## config.mk

```make
export PLATFORM = sky130hd
export DESIGN_NAME = serial_addsub_flat
export DESIGN_NICKNAME = d
export VERILOG_FILES = /design/src/rtl/serial_addsub_pkg.sv /design/src/rtl/serial_addsub_if.sv /design/src/rtl/serial_addsub_digit_adder.sv /design/src/rtl/serial_addsub.sv /design/src/flat_wrapper.sv
export SDC_FILE = /design/constraint.sdc
export NUM_CORES = 1
export LEC_CHECK = 0
export ABC_AREA = 1
export CORE_MARGIN = 3
export CORE_UTILIZATION = 49
export DETAILED_ROUTE_END_ITERATION = 6
export HOLD_SLACK_MARGIN = 0.06
export PLACE_DENSITY_LB_ADDON = 0.2
export SYNTH_ARGS = -nofsm -noshare
export SYNTH_HDL_FRONTEND = slang
export SYNTH_SLANG_ARGS = --single-unit
```

## constraint.sdc

```tcl
create_clock -name clk -period 2.15 [get_ports clk]
set_input_delay 0.3225 -clock clk [delete_from_list [all_inputs] [get_ports clk]]
set_output_delay 0.3225 -clock clk [all_outputs]
set_load 0.01 [all_outputs]
```

## src/rtl/serial_addsub_pkg.sv

```systemverilog
// serial_addsub_pkg: shared types and constants for the serial adder/subtractor.
//   state_t  : FSM state encoding (ST_IDLE, ST_BUSY, ST_DONE)
//   max_pos  : most positive two's-complement value of a given width (0 then ones)
//   max_neg  : most negative two's-complement value of a given width (1 then zeros)
// Both helpers return 64-bit values; callers truncate to their own width.
package serial_addsub_pkg;

  typedef enum logic [1:0] {
    ST_IDLE = 2'd0,
    ST_BUSY = 2'd1,
    ST_DONE = 2'd2
  } state_t;

  function automatic logic [63:0] max_pos(input int width);
    return (64'd1 << (width - 1)) - 64'd1;
  endfunction

  function automatic logic [63:0] max_neg(input int width);
    return 64'd1 << (width - 1);
  endfunction

endpackage

```

## src/rtl/serial_addsub_if.sv

```systemverilog
// serial_addsub_if: operand and result channels of serial_addsub.
//   in_valid/in_ready : operand handshake (a, b, subtract)
//   out_valid/out_ready : result handshake (s, overflow)
// Handshake rule for both channels: a transfer happens on a rising clock edge
// where valid and ready are both high; the producer holds its payload stable
// and keeps valid high until that edge, and valid never depends on ready.
//   master : environment side (drives operands, consumes results)
//   slave  : serial_addsub side
interface serial_addsub_if #(
  parameter int WIDTH = 8
) ();

  logic             in_valid;
  logic             in_ready;
  logic [WIDTH-1:0] a;
  logic [WIDTH-1:0] b;
  logic             subtract;
  logic             out_valid;
  logic             out_ready;
  logic [WIDTH-1:0] s;
  logic             overflow;

  modport master (
    output in_valid, a, b, subtract, out_ready,
    input  in_ready, out_valid, s, overflow
  );

  modport slave (
    input  in_valid, a, b, subtract, out_ready,
    output in_ready, out_valid, s, overflow
  );

endinterface

```

## src/rtl/serial_addsub_digit_adder.sv

```systemverilog
// digit_adder: combinational DIGIT-bit ripple-carry adder.
//   x, y     : in  DIGIT-bit addends
//   cin      : in  carry in
//   sum      : out DIGIT-bit sum
//   cout     : out carry out of the top bit
//   c_msb_in : out carry into the top bit (overflow = c_msb_in ^ cout on the
//              most significant digit)
module digit_adder #(
  parameter int DIGIT = 2
) (
  input  logic [DIGIT-1:0] x,
  input  logic [DIGIT-1:0] y,
  input  logic             cin,
  output logic [DIGIT-1:0] sum,
  output logic             cout,
  output logic             c_msb_in
);

  always_comb begin
    logic c;
    c        = cin;
    sum      = '0;
    c_msb_in = 1'b0;
    for (int i = 0; i < DIGIT; i++) begin
      if (i == DIGIT - 1) c_msb_in = c;
      sum[i] = x[i] ^ y[i] ^ c;
      c      = (x[i] & y[i]) | (c & (x[i] ^ y[i]));
    end
    cout = c;
  end

endmodule

```

## src/rtl/serial_addsub.sv

```systemverilog
// serial_addsub: multi-cycle signed adder/subtractor, DIGIT bits per clock,
// least significant digit first, with signed overflow detection.
//   clk, rst   : clock, synchronous active-high reset
//   bus        : serial_addsub_if.slave (operands in, result out)
//   dbg_state  : current FSM state
// Parameters: WIDTH (>= 2), DIGIT (divides WIDTH), STEPS = WIDTH/DIGIT.
// Build option SERIAL_ADDSUB_SATURATE_EN: clamp s to the most positive /
// most negative value on overflow (overflow is still reported).
module serial_addsub
  import serial_addsub_pkg::*;
#(
  parameter int WIDTH = 8,
  parameter int DIGIT = 2
) (
  input  logic           clk,
  input  logic           rst,
  serial_addsub_if.slave bus,
  output state_t         dbg_state
);

  localparam int STEPS = WIDTH / DIGIT;
  localparam int CW    = (STEPS > 1) ? $clog2(STEPS) : 1;

  state_t           state, state_nx;
  logic [WIDTH-1:0] a_sh, b_sh, res_q, res_nx;
  logic [CW-1:0]    cnt;
  logic             carry, ovf_q, ovf_nx;
  logic             last, accept, in_ready, out_valid;
  logic [DIGIT-1:0] dsum;
  logic             dcout, dc_msb;

  digit_adder #(.DIGIT(DIGIT)) u_digit_adder (
    .x        (a_sh[DIGIT-1:0]),
    .y        (b_sh[DIGIT-1:0]),
    .cin      (carry),
    .sum      (dsum),
    .cout     (dcout),
    .c_msb_in (dc_msb)
  );

  assign last   = (cnt == CW'(STEPS - 1));
  assign accept = bus.in_valid && in_ready;

  // New digit enters at the top; after STEPS shifts the LSD sits at bit 0.
  always_comb begin
    res_nx = (res_q >> DIGIT) | (WIDTH'(dsum) << (WIDTH - DIGIT));
    ovf_nx = dc_msb ^ dcout;
`ifdef SERIAL_ADDSUB_SATURATE_EN
    // On the last step a_sh[DIGIT-1] is the sign bit of the original A.
    if (last && ovf_nx) begin
      res_nx = a_sh[DIGIT-1] ? WIDTH'(max_neg(WIDTH)) : WIDTH'(max_pos(WIDTH));
    end
`else
`endif
  end

  always_comb begin
    state_nx  = state;
    in_ready  = 1'b0;
    out_valid = 1'b0;
    case (state)
      ST_IDLE: begin
        in_ready = !rst;
        if (bus.in_valid && !rst) state_nx = ST_BUSY;
      end
      ST_BUSY: begin
        if (last) state_nx = ST_DONE;
      end
      ST_DONE: begin
        out_valid = 1'b1;
        if (bus.out_ready) state_nx = ST_IDLE;
      end
      default: state_nx = ST_IDLE;
    endcase
  end

  always_ff @(posedge clk) begin
    if (rst) begin
      state <= ST_IDLE;
      a_sh  <= '0;
      b_sh  <= '0;
      res_q <= '0;
      carry <= 1'b0;
      ovf_q <= 1'b0;
      cnt   <= '0;
    end else begin
      state <= state_nx;
      case (state)
        ST_IDLE: begin
          if (accept) begin
            // Subtraction as A + ~B + 1: invert B, seed carry with 1.
            a_sh  <= bus.a;
            b_sh  <= bus.subtract ? ~bus.b : bus.b;
            carry <= bus.subtract;
            cnt   <= '0;
          end
        end
        ST_BUSY: begin
          a_sh  <= a_sh >> DIGIT;
          b_sh  <= b_sh >> DIGIT;
          carry <= dcout;
          cnt   <= cnt + 1'b1;
          res_q <= res_nx;
          if (last) ovf_q <= ovf_nx;
        end
        default: ;
      endcase
    end
  end

  assign bus.in_ready  = in_ready;
  assign bus.out_valid = out_valid;
  assign bus.s         = res_q;
  assign bus.overflow  = ovf_q;
  assign dbg_state     = state;

endmodule

```

## src/flat_wrapper.sv

```systemverilog
// flat-port wrapper written by rule: the top's interface ports become plain ports
module serial_addsub_flat import serial_addsub_pkg::*;
#(
  parameter int WIDTH = 8,
  parameter int DIGIT = 2
)
  (clk, rst, dbg_state, bus_in_valid, bus_a, bus_b, bus_subtract, bus_out_ready, bus_in_ready, bus_out_valid, bus_s, bus_overflow);
  serial_addsub_if #(.WIDTH(WIDTH)) bus_i ();
  input  logic clk;
  input  logic rst;
  output state_t dbg_state;
  input wire logic [$bits(bus_i.in_valid)-1:0] bus_in_valid;
  input wire logic [$bits(bus_i.a)-1:0] bus_a;
  input wire logic [$bits(bus_i.b)-1:0] bus_b;
  input wire logic [$bits(bus_i.subtract)-1:0] bus_subtract;
  input wire logic [$bits(bus_i.out_ready)-1:0] bus_out_ready;
  output wire logic [$bits(bus_i.in_ready)-1:0] bus_in_ready;
  output wire logic [$bits(bus_i.out_valid)-1:0] bus_out_valid;
  output wire logic [$bits(bus_i.s)-1:0] bus_s;
  output wire logic [$bits(bus_i.overflow)-1:0] bus_overflow;
  assign bus_i.in_valid = bus_in_valid;
  assign bus_i.a = bus_a;
  assign bus_i.b = bus_b;
  assign bus_i.subtract = bus_subtract;
  assign bus_i.out_ready = bus_out_ready;
  assign bus_in_ready = bus_i.in_ready;
  assign bus_out_valid = bus_i.out_valid;
  assign bus_s = bus_i.s;
  assign bus_overflow = bus_i.overflow;
  serial_addsub #(.WIDTH(WIDTH), .DIGIT(DIGIT)) u_core (.clk(clk), .rst(rst), .bus(bus_i), .dbg_state(dbg_state));
endmodule
```

==> results of run 1 <==
state kept, by name, indices dropped and copies added (netlist names):
name                 flops
u_core.bus.overflow      1
u_core.a_sh              8
u_core.dbg_state         2
u_core.bus.s             8
u_core.carry             1
u_core.b_sh              8
u_core.cnt               2
routing by layer:
metal,track usage [%],share of wire [%],vias to the layer above
met5,0,0,-
met4,7.43,0.75,0
met3,6.92,6.2,2
met2,30.5,47,39
met1,22.9,46,604
li1,-,-,729
placed cells by master (no fill, tap or decap), drive strengths merged, types with 2 or more instances in the layout:
cell | netlist | final
fa | 2 | 2
clkdlybuf4s50 | 0 | 33
o21ai | 19 | 19
dfxtp | 30 | 30
xnor2 | 2 | 2
inv | 26 | 26
clkbuf | 1 | 6
nand2 | 65 | 65
nor2 | 33 | 33
a21oi | 7 | 7
nand3 | 18 | 18
buf | 7 | 3
power by group:
part           switching (mW)  total [mW]  internal [mW]
combinational           0.125       0.238          0.113
sequential             0.0236       0.619          0.596
clock                   0.180       0.327          0.147
total                   0.329        1.18          0.856
final cells by class:
class | count | area share, %
multi-input cells | 148 | 38.8
flip-flops and latches | 30 | 32.1
inverters | 26 | 5.48
well taps | 31 | 2.07
repair buffers | 36 | 18.8
clock buffers | 6 | 2.74
logic make-up after synthesis:
group                      Yosys count  synth area share (%)
AOI/OAI and AO/OA                   26                  8.73
xor gates and xnor gates             3                  1.76
adders and majority gates            3                  3.53
buffers and inverters               34                  10.9
DFF                                 30                  40.3
and+or+nand+nor                    116                  34.8
final timing paths:
check	cells after the start	start	endpoint	slack [ns]
max	4	u_core.dbg_state[1]$_SDFFE_PP0P_	bus_in_ready	0.29
min	2	u_core.a_sh[7]$_SDFFE_PP0P_	u_core.a_sh[7]$_SDFFE_PP0P_	0.46
max reg2reg	6	u_core.carry$_SDFFE_PP0P_	u_core.bus.overflow$_SDFFE_PP0P_	0.38
min reg2reg	2	u_core.a_sh[7]$_SDFFE_PP0P_	u_core.a_sh[7]$_SDFFE_PP0P_	0.46
per-stage QoR:
step	total power, mW	util, %	cells	area (um2)	hold slack (ns)
after floorplan	0.779	-	212	1490	0.392
after CTS	1.20	66.2	277	1870	0.464
final	1.18	66.2	277	1870	0.459
after global routing	1.26	66.2	277	1870	0.497
after global placement	0.867	64.4	271	1820	0.452
after detailed placement	0.873	64.4	271	1820	0.452
critical path: cells and delay by family (launching register included):
kind,cells,cell delay (ns)
and+or+nand+nor,2,0.24
buffers and inverters,2,0.65
DFF,1,0.33
==> results.tsv, run 1 <==
stage	metric	value	unit
run	Max-Cap Viols	0	
clock_network	CTS tree	yes	
clock_network	worst skew pair latency	0.33	ns
timing	f_max	0.538	GHz
routing	wire length per cell	11.1	um
routing	DRT antenna net count	0	
finish	fraction of layout cells with a size suffix above 1	9.76	%
routing	DRC Markers	0	
place	Final GP Congestion	0.760	
synthesis	Distinct cells, synth	23	
routing	1st-iter DRT viols	72	
die	Core Region	2830	um2
timing	Final Hold Viols	0	
global_routing	first-pass GRT wire length	5140	um
synthesis	Post-synth top cells	nand2_1, nor2_1, dfxtp_1	
setup_path	Critical Path Sink Type	output pin	
power_and_ir_drop	Leak	0.859	nW
clock_network	TritonCTS Buffers	5	
synthesis	Yosys top cell by area	dfxtp_1	
clock_network	Clock transition at path regs	0.09	ns
global_routing	total gr overflow	0	
timing	clock skew	0.00928	ns
finish	footprint of the multi-input gates	727	um2
timing	# setup viols final	0	
power_and_ir_drop	Power Density	632	nW/um2
finish	n_diodes	0	
setup_path	WS Path Type	reg -> out	
die	I/O pins	34	
clock_network	post-CTS sizing	0	
synthesis	count leader, synth	nand2_1	
synthesis	Async S/R FF share, synth	0	%
synthesis	synth warn	0	
setup_path	slowest cell on the critical path	clkdlybuf4s50_1	
setup_path	crit-path max cell delay	0.54	ns
timing	setup tns final	0	ns
synthesis	cell area after synthesis	1490	um2
clock_network	hold buffers post-CTS	0	
global_routing	Total GRT Usage	18.9	%
synthesis	Syn Inst Count	212	
finish	area grow syn2layout	25.7	%
timing	final worst slack	0.291	ns
synthesis	Post-synth EDFFs	0	
power_and_ir_drop	IR drop worst, VDD	377	uV
clock_network	root buffer cell	clkbuf_4	
routing	DR vias	1374	
place	PortBufs	33	
synthesis	Avg Synthesized Cell Area	7.03	um2
setup_path	CP Launch Type	register	
die	Die Span Y	61.1	um
die	Starting Density	52.7	%
finish	FF/Latch Area	601	um2
finish	Fillers	264	
timing	Final Cycle Share	86.5	%
clock_network	Post-CTS Setup Inserts	0	
min_path	worst hold path type	reg -> reg	
die	Die Footprint	3740	um2
routing	Total Wirelength	3080	um
finish	Nets	271	
synthesis	post-synth top area share	40.3	%
status	outcome	finished clean	
timing	Slew Limit Fails	0	
setup_path	worst endpoint required time	1.83	ns
synthesis	top cells by area, synth	dfxtp_1, nand2_1, nor2_1	
timing	unrepaired setup endpoints after global routing	no	
timing	Worst Max-Slew Pin Slew	0.334	ns
setup_path	Arr. time, crit path	1.54	ns
clock_network	Max Buffers Root-to-Sink	2	
global_routing	antenna violations before repair	0	
synthesis	syn_nets	236	
clock_network	CTS Sinks	30	
setup_path	crit path cell chain	inv_2 -> nand2_1 -> nor2_1 -> clkdlybuf4s50_1	
synthesis	Top FF cell, synth	dfxtp_1	
die	die extent in x	61.1	um
clock_network	H-tree Lvls	2	
global_routing	largest net degree at the start of global routing	28	
die	row count	19	
global_routing	number of global-route vias before repair	1173	
place	Place WS	0.364	ns
timing	fin crit period	1.86	ns
synthesis	number of synthesized register bits	30	
timing	Worst slew margin	77.7	%
place	post-DP HPWL	2290	um
routing	TritonRoute pass-1 iters	6	
routing	Via-to-Cell Ratio	4.96	
setup_path	critical path peak fanout	4	
synthesis	sequential fraction of the synthesis area	40.3	%
Power figures use the tool's default switching activity.
==> run 2: changes to the inputs <==
MAX_ROUTING_LAYER = met4   (was not set)
==> run 2 against run 1 <==
Net effect: clock-buffer cell count unchanged; critical path depth unchanged; utilization is the same; die area unchanged; combinational power barely moved; global-route usage increased by 0.59 points; wire length is 0.36% higher; critical path type unchanged; flip-flop and latch count stayed put; maximum frequency fell by 0.20%; final cell count stayed put.
==> results.tsv, run 2 (synthesis results as in run 1) <==
stage	metric	value	unit	change
setup_path	Critical Path Sink Type	output pin		
finish	Non-Filler Instances	277		unchanged
timing	Final Cycle Share	86.6	%	+0.17 points
place	Final GP Congestion	0.770		+1.3%
timing	Final Hold Viols	0		unchanged
setup_path	crit path cell chain	inv_2 -> nand2_1 -> nor2_1 -> clkdlybuf4s50_1		
setup_path	WS Path Type	reg -> out		
place	post-DP HPWL	2290	um	unchanged
die	row count	19		unchanged
clock_network	CTS tree	yes		
timing	Slew Limit Fails	0		unchanged
finish	footprint of the multi-input gates	727	um2	unchanged
routing	TritonRoute pass-1 iters	4		-2
global_routing	total gr overflow	0		unchanged
timing	setup tns final	0	ns	unchanged
setup_path	critical path peak fanout	4		unchanged
timing	unrepaired setup endpoints after global routing	no		
timing	Worst slew margin	77.7	%	unchanged
power_and_ir_drop	Power Density	634	nW/um2	+0.25%
finish	n_diodes	0		unchanged
power_and_ir_drop	Leak	0.859	nW	unchanged
global_routing	first-pass GRT wire length	5150	um	+0.14%
clock_network	TritonCTS Buffers	5		unchanged
setup_path	worst endpoint required time	1.83	ns	about the same
clock_network	Clock transition at path regs	0.09	ns	about the same
routing	DRT antenna net count	0		unchanged
die	Die Footprint	3740	um2	unchanged
clock_network	root buffer cell	clkbuf_4		
routing	DR vias	1363		-0.80%
setup_path	Arr. time, crit path	1.54	ns	about the same
finish	FF/Latch Area	601	um2	unchanged
timing	clock skew	0.00901	ns	-0.000276 ns
die	Die Span Y	61.1	um	unchanged
place	PortBufs	33		unchanged
global_routing	number of global-route vias before repair	1174		+0.085%
clock_network	post-CTS sizing	0		unchanged
place	Place WS	0.364	ns	unchanged
global_routing	Total GRT Usage	19.5	%	+0.59 points
routing	DRC Markers	0		unchanged
routing	Via-to-Cell Ratio	4.92		-0.80%
timing	f_max	0.537	GHz	-0.20%
clock_network	CTS Sinks	30		unchanged
die	Core Region	2830	um2	unchanged
clock_network	hold buffers post-CTS	0		unchanged
run	Max-Cap Viols	0		unchanged
routing	wire length per cell	11.1	um	+0.36%
setup_path	crit-path max cell delay	0.54	ns	about the same
clock_network	Post-CTS Setup Inserts	0		unchanged
die	die extent in x	61.1	um	unchanged
finish	leading cell type in the layout, fill and taps excluded	nand2_1		
timing	# setup viols final	0		unchanged
power_and_ir_drop	IR drop worst, VDD	377	uV	about the same
clock_network	worst skew pair latency	0.33	ns	about the same
finish	Fillers	264		unchanged
die	Starting Density	52.7	%	unchanged
timing	fin crit period	1.86	ns	+0.00368 ns
finish	most frequent cells in the layout	nand2_1, clkdlybuf4s50_1, nor2_1, dfxtp_1, inv_1		
timing	final worst slack	0.287	ns	-0.00368 ns
finish	Nets	271		unchanged
timing	Hold Slack	0.460	ns	+0.000601 ns
min_path	worst hold path type	reg -> reg		
finish	fraction of layout cells with a size suffix above 1	9.76	%	unchanged
setup_path	CP Launch Type	register		
setup_path	register-to-register setup slack	0.38	ns	about the same
clock_network	Max Buffers Root-to-Sink	2		unchanged
status	outcome	finished clean		
clock_network	H-tree Lvls	2		unchanged
timing	Worst Max-Slew Pin Slew	0.334	ns	unchanged
global_routing	antenna violations before repair	0		unchanged
routing	1st-iter DRT viols	87		+21%
place	placed instance count	271		unchanged
finish	area grow syn2layout	25.7	%	unchanged
global_routing	largest net degree at the start of global routing	28		unchanged
routing	Total Wirelength	3090	um	+0.36%
die	I/O pins	34		unchanged
setup_path	slowest cell on the critical path	clkdlybuf4s50_1		
## run 2: cell counts in the layout (fill, tap and decap cells not counted)
No cell type changed its count.
## run 2: where the power goes
part	total (mW)	switching, mW	internal, mW
Sequential	0.619	0.0236	0.596
Clock	0.329	0.182	0.147
Combinational	0.239	0.126	0.113
## run 2: layout make-up
class,instances,area share (%)
clock buffers,6,2.74
inverters,26,5.48
repair buffers,36,18.8
well taps,31,2.07
multi-input cells,148,38.8
flip-flops and latches,30,32.1
## run 2: worst paths after layout
check	from	endpoint	depth (start not counted)
setup / recovery	u_core.dbg_state[1]$_SDFFE_PP0P_	bus_in_ready	4
hold / removal	u_core.a_sh[7]$_SDFFE_PP0P_	u_core.a_sh[7]$_SDFFE_PP0P_	2
setup reg to reg	u_core.carry$_SDFFE_PP0P_	u_core.bus.overflow$_SDFFE_PP0P_	6
hold reg to reg	u_core.a_sh[7]$_SDFFE_PP0P_	u_core.a_sh[7]$_SDFFE_PP0P_	2
## run 2: critical path: cells and delay by family, from the launching register on
kind | cells | cell delay, ns
flip-flops | 1 | 0.33
buffers and inverters | 2 | 0.65
AND/OR/NAND/NOR | 2 | 0.24
## run 2: metrics by stage
step / area [um2] / util, % / total power, mW
2_1_floorplan: 1490 / - / 0.779
3_3_place_gp: 1820 / 64.4 / 0.867
3_5_place_dp: 1820 / 64.4 / 0.873
4_1_cts: 1870 / 66.2 / 1.20
5_1_grt: 1870 / 66.2 / 1.26
6_report: 1870 / 66.2 / 1.19
## run 2: layer usage
metal	routed length [um]	part of all wire (%)	vias to the layer above	track usage [%]
met5	0	0	-	-
li1	-	-	727	-
met4	42	1.4	0	7.43
met2	1420	46	40	30.5
met1	1430	46	592	22.9
met3	201	6.5	4	6.92
==> run 3: changes to the inputs <==
CORE_UTILIZATION = 40   (was 49)
==> run 3 against run 2 <==
Net effect: clock power grew 28%; final cell count increased by 6.1%; register-to-register slack barely moved; global-route usage decreased by 4.4 points; via count fell by 1.5%; non-clock buffer count increased by 1; first-iteration DRC count rose by 5.7%; design area rose by 2.9%; maximum frequency shrank 1.1%; critical path depth is 1 lower; die area rose by 20%; sequential power about the same.
==> results.tsv, run 3 (synthesis results as in run 1) <==
stage	metric	value	unit	change
timing	Worst Max-Slew Pin Slew	0.261	ns	-0.0732 ns
power_and_ir_drop	Power Density	664	nW/um2	+4.8%
min_path	Worst Hold End	u_core.a_sh[7]$_SDFFE_PP0P_		
finish	n_diodes	0		unchanged
finish	Util after Layout	55.6	%	-11 points
clock_network	Post-CTS Setup Inserts	0		unchanged
setup_path	RR Endpoint	u_core.bus.overflow$_SDFFE_PP0P_		
routing	DRC Markers	0		unchanged
timing	setup tns final	0	ns	unchanged
global_routing	total gr overflow	0		unchanged
die	Starting Density	43.0	%	-9.7 points
die	row count	21		+2
finish	fraction of layout cells with a size suffix above 1	10.5	%	+0.73 points
setup_path	Arr. time, crit path	1.56	ns	+0.02 ns
clock_network	worst skew pair latency	0.28	ns	-0.05 ns
finish	Fillers	356		+35%
min_path	WHS Path Cells	2		unchanged
clock_network	CTS Sinks	30		unchanged
setup_path	critical path peak fanout	5		+1
die	Die Span Y	67.0	um	+9.6%
routing	TritonRoute pass-1 iters	4		unchanged
clock_network	Max Buffers Root-to-Sink	2		unchanged
die	Die Footprint	4490	um2	+20%
place	placed instance count	287		+5.9%
timing	Slew Limit Fails	0		unchanged
global_routing	antenna violations before repair	0		unchanged
clock_network	H-tree Lvls	2		unchanged
clock_network	hold buffers post-CTS	0		unchanged
finish	leading cell type in the layout, fill and taps excluded	nand2_1		
status	outcome	finished clean		
setup_path	Critical Path Sink Type	output pin		
die	I/O pins	34		unchanged
run	Max-Cap Viols	0		unchanged
min_path	worst hold path type	reg -> reg		
routing	1st-iter DRT viols	92		+5.7%
place	post-DP HPWL	2120	um	-7.5%
clock_network	TritonCTS Buffers	5		unchanged
global_routing	number of global-route vias before repair	1199		+2.1%
timing	f_max	0.531	GHz	-1.1%
clock_network	root buffer cell	clkbuf_8		
routing	Via-to-Cell Ratio	4.57		-7.2%
setup_path	WS Path Type	in -> out		
routing	DR vias	1343		-1.5%
timing	Worst slew margin	82.6	%	+4.9 points
place	PortBufs	33		unchanged
timing	Final Hold Viols	0		unchanged
clock_network	CTS tree	yes		
power_and_ir_drop	Leak	0.877	nW	+2.1%
clock_network	Clock transition at path regs	0.06	ns	-0.03 ns
min_path	worst hold start	u_core.a_sh[7]$_SDFFE_PP0P_		
routing	wire length per cell	10.0	um	-10%
die	Core Region	3470	um2	+23%
setup_path	register-to-register setup slack	0.38	ns	about the same
routing	DRT antenna net count	0		unchanged
power_and_ir_drop	Final Total Pwr	1.28	mW	+7.8%
place	Final GP Congestion	0.728		-5.4%
timing	Final Cycle Share	87.6	%	+0.94 points
timing	# setup viols final	0		unchanged
finish	Non-Filler Instances	294		+6.1%
finish	area grow syn2layout	29.3	%	
setup_path	worst endpoint required time	1.83	ns	about the same
finish	most frequent cells in the layout	nand2_1, clkdlybuf4s50_1, nor2_1, dfxtp_1, inv_1		
global_routing	largest net degree at the start of global routing	28		unchanged
finish	Nets	272		+0.37%
clock_network	post-CTS sizing	0		unchanged
routing	Total Wirelength	2950	um	-4.6%
global_routing	first-pass GRT wire length	5000	um	-3.0%
power_and_ir_drop	IR drop worst, VDD	309	uV	-18%
global_routing	Total GRT Usage	15.1	%	-4.4 points
timing	fin crit period	1.88	ns	+0.0203 ns
timing	clock skew	0.00686	ns	-0.00214 ns
timing	unrepaired setup endpoints after global routing	no		
die	die extent in x	67.0	um	+9.6%
setup_path	CP Launch Type	input pin		
setup_path	FF-to-FF path depth	6		unchanged
setup_path	Reg-to-Reg Start	u_core.carry$_SDFFE_PP0P_		
[run 3: cell types whose count changed in the layout (fill, tap and decap cells not counted), sizes merged]
cell / delta
buf: +1
clkinv: +2
clkbuf: -1
[run 3: cell type report]
class	instances	area (um2)	area share, %
Multi-Input combinational cell	148	727	37.7
Sequential cell	30	601	31.2
Timing Repair Buffer	37	360	18.7
Inverter	26	103	5.32
Clock buffer	5	68.8	3.57
Tap cell	46	57.6	2.99
Clock inverter	2	10.0	0.519
[run 3: per-layer routing]
layer  routed length [um]  up-vias  track usage [%]
met2                 1310       31             24.2
met3                  181        7             4.22
met5                    0        -                -
li1                     -      726                -
met4                   65        0             6.84
met1                 1390      579             17.6
[run 3: worst max-delay path by stage]
stage                              startpoint                          endpoint  slack (ns)  depth (start not counted)
detailed placement                        rst                      bus_in_ready        0.28                          3
floorplan           u_core.carry$_SDFFE_PP0P_  u_core.bus.overflow$_SDFFE_PP0P_        0.54                          6
CTS                                       rst                      bus_in_ready        0.27                          3
global route                              rst                      bus_in_ready        0.24                          3
finish                                    rst                      bus_in_ready        0.27                          3
global placement                          rst                      bus_in_ready        0.31                          3
[run 3: critical path, stage by stage]
cell and delay, ns:
clkdlybuf4s50_1 0.51, nor2_1 0.18, clkdlybuf4s50_1 0.55
[run 3: per-stage QoR]
stage | hold WS (ns) | cell area (um2) | worst slack [ns]
2_1_floorplan | 0.392 | 1490 | 0.540
3_3_place_gp | 0.443 | 1850 | 0.311
3_5_place_dp | 0.440 | 1850 | 0.276
4_1_cts | 0.450 | 1930 | 0.269
5_1_grt | 0.478 | 1930 | 0.237
6_report | 0.444 | 1930 | 0.267
[run 3: power breakdown]
group	internal (mW)	switching (mW)
combinational	0.115	0.125
clock	0.217	0.204
sequential	0.597	0.0223
total	0.928	0.352
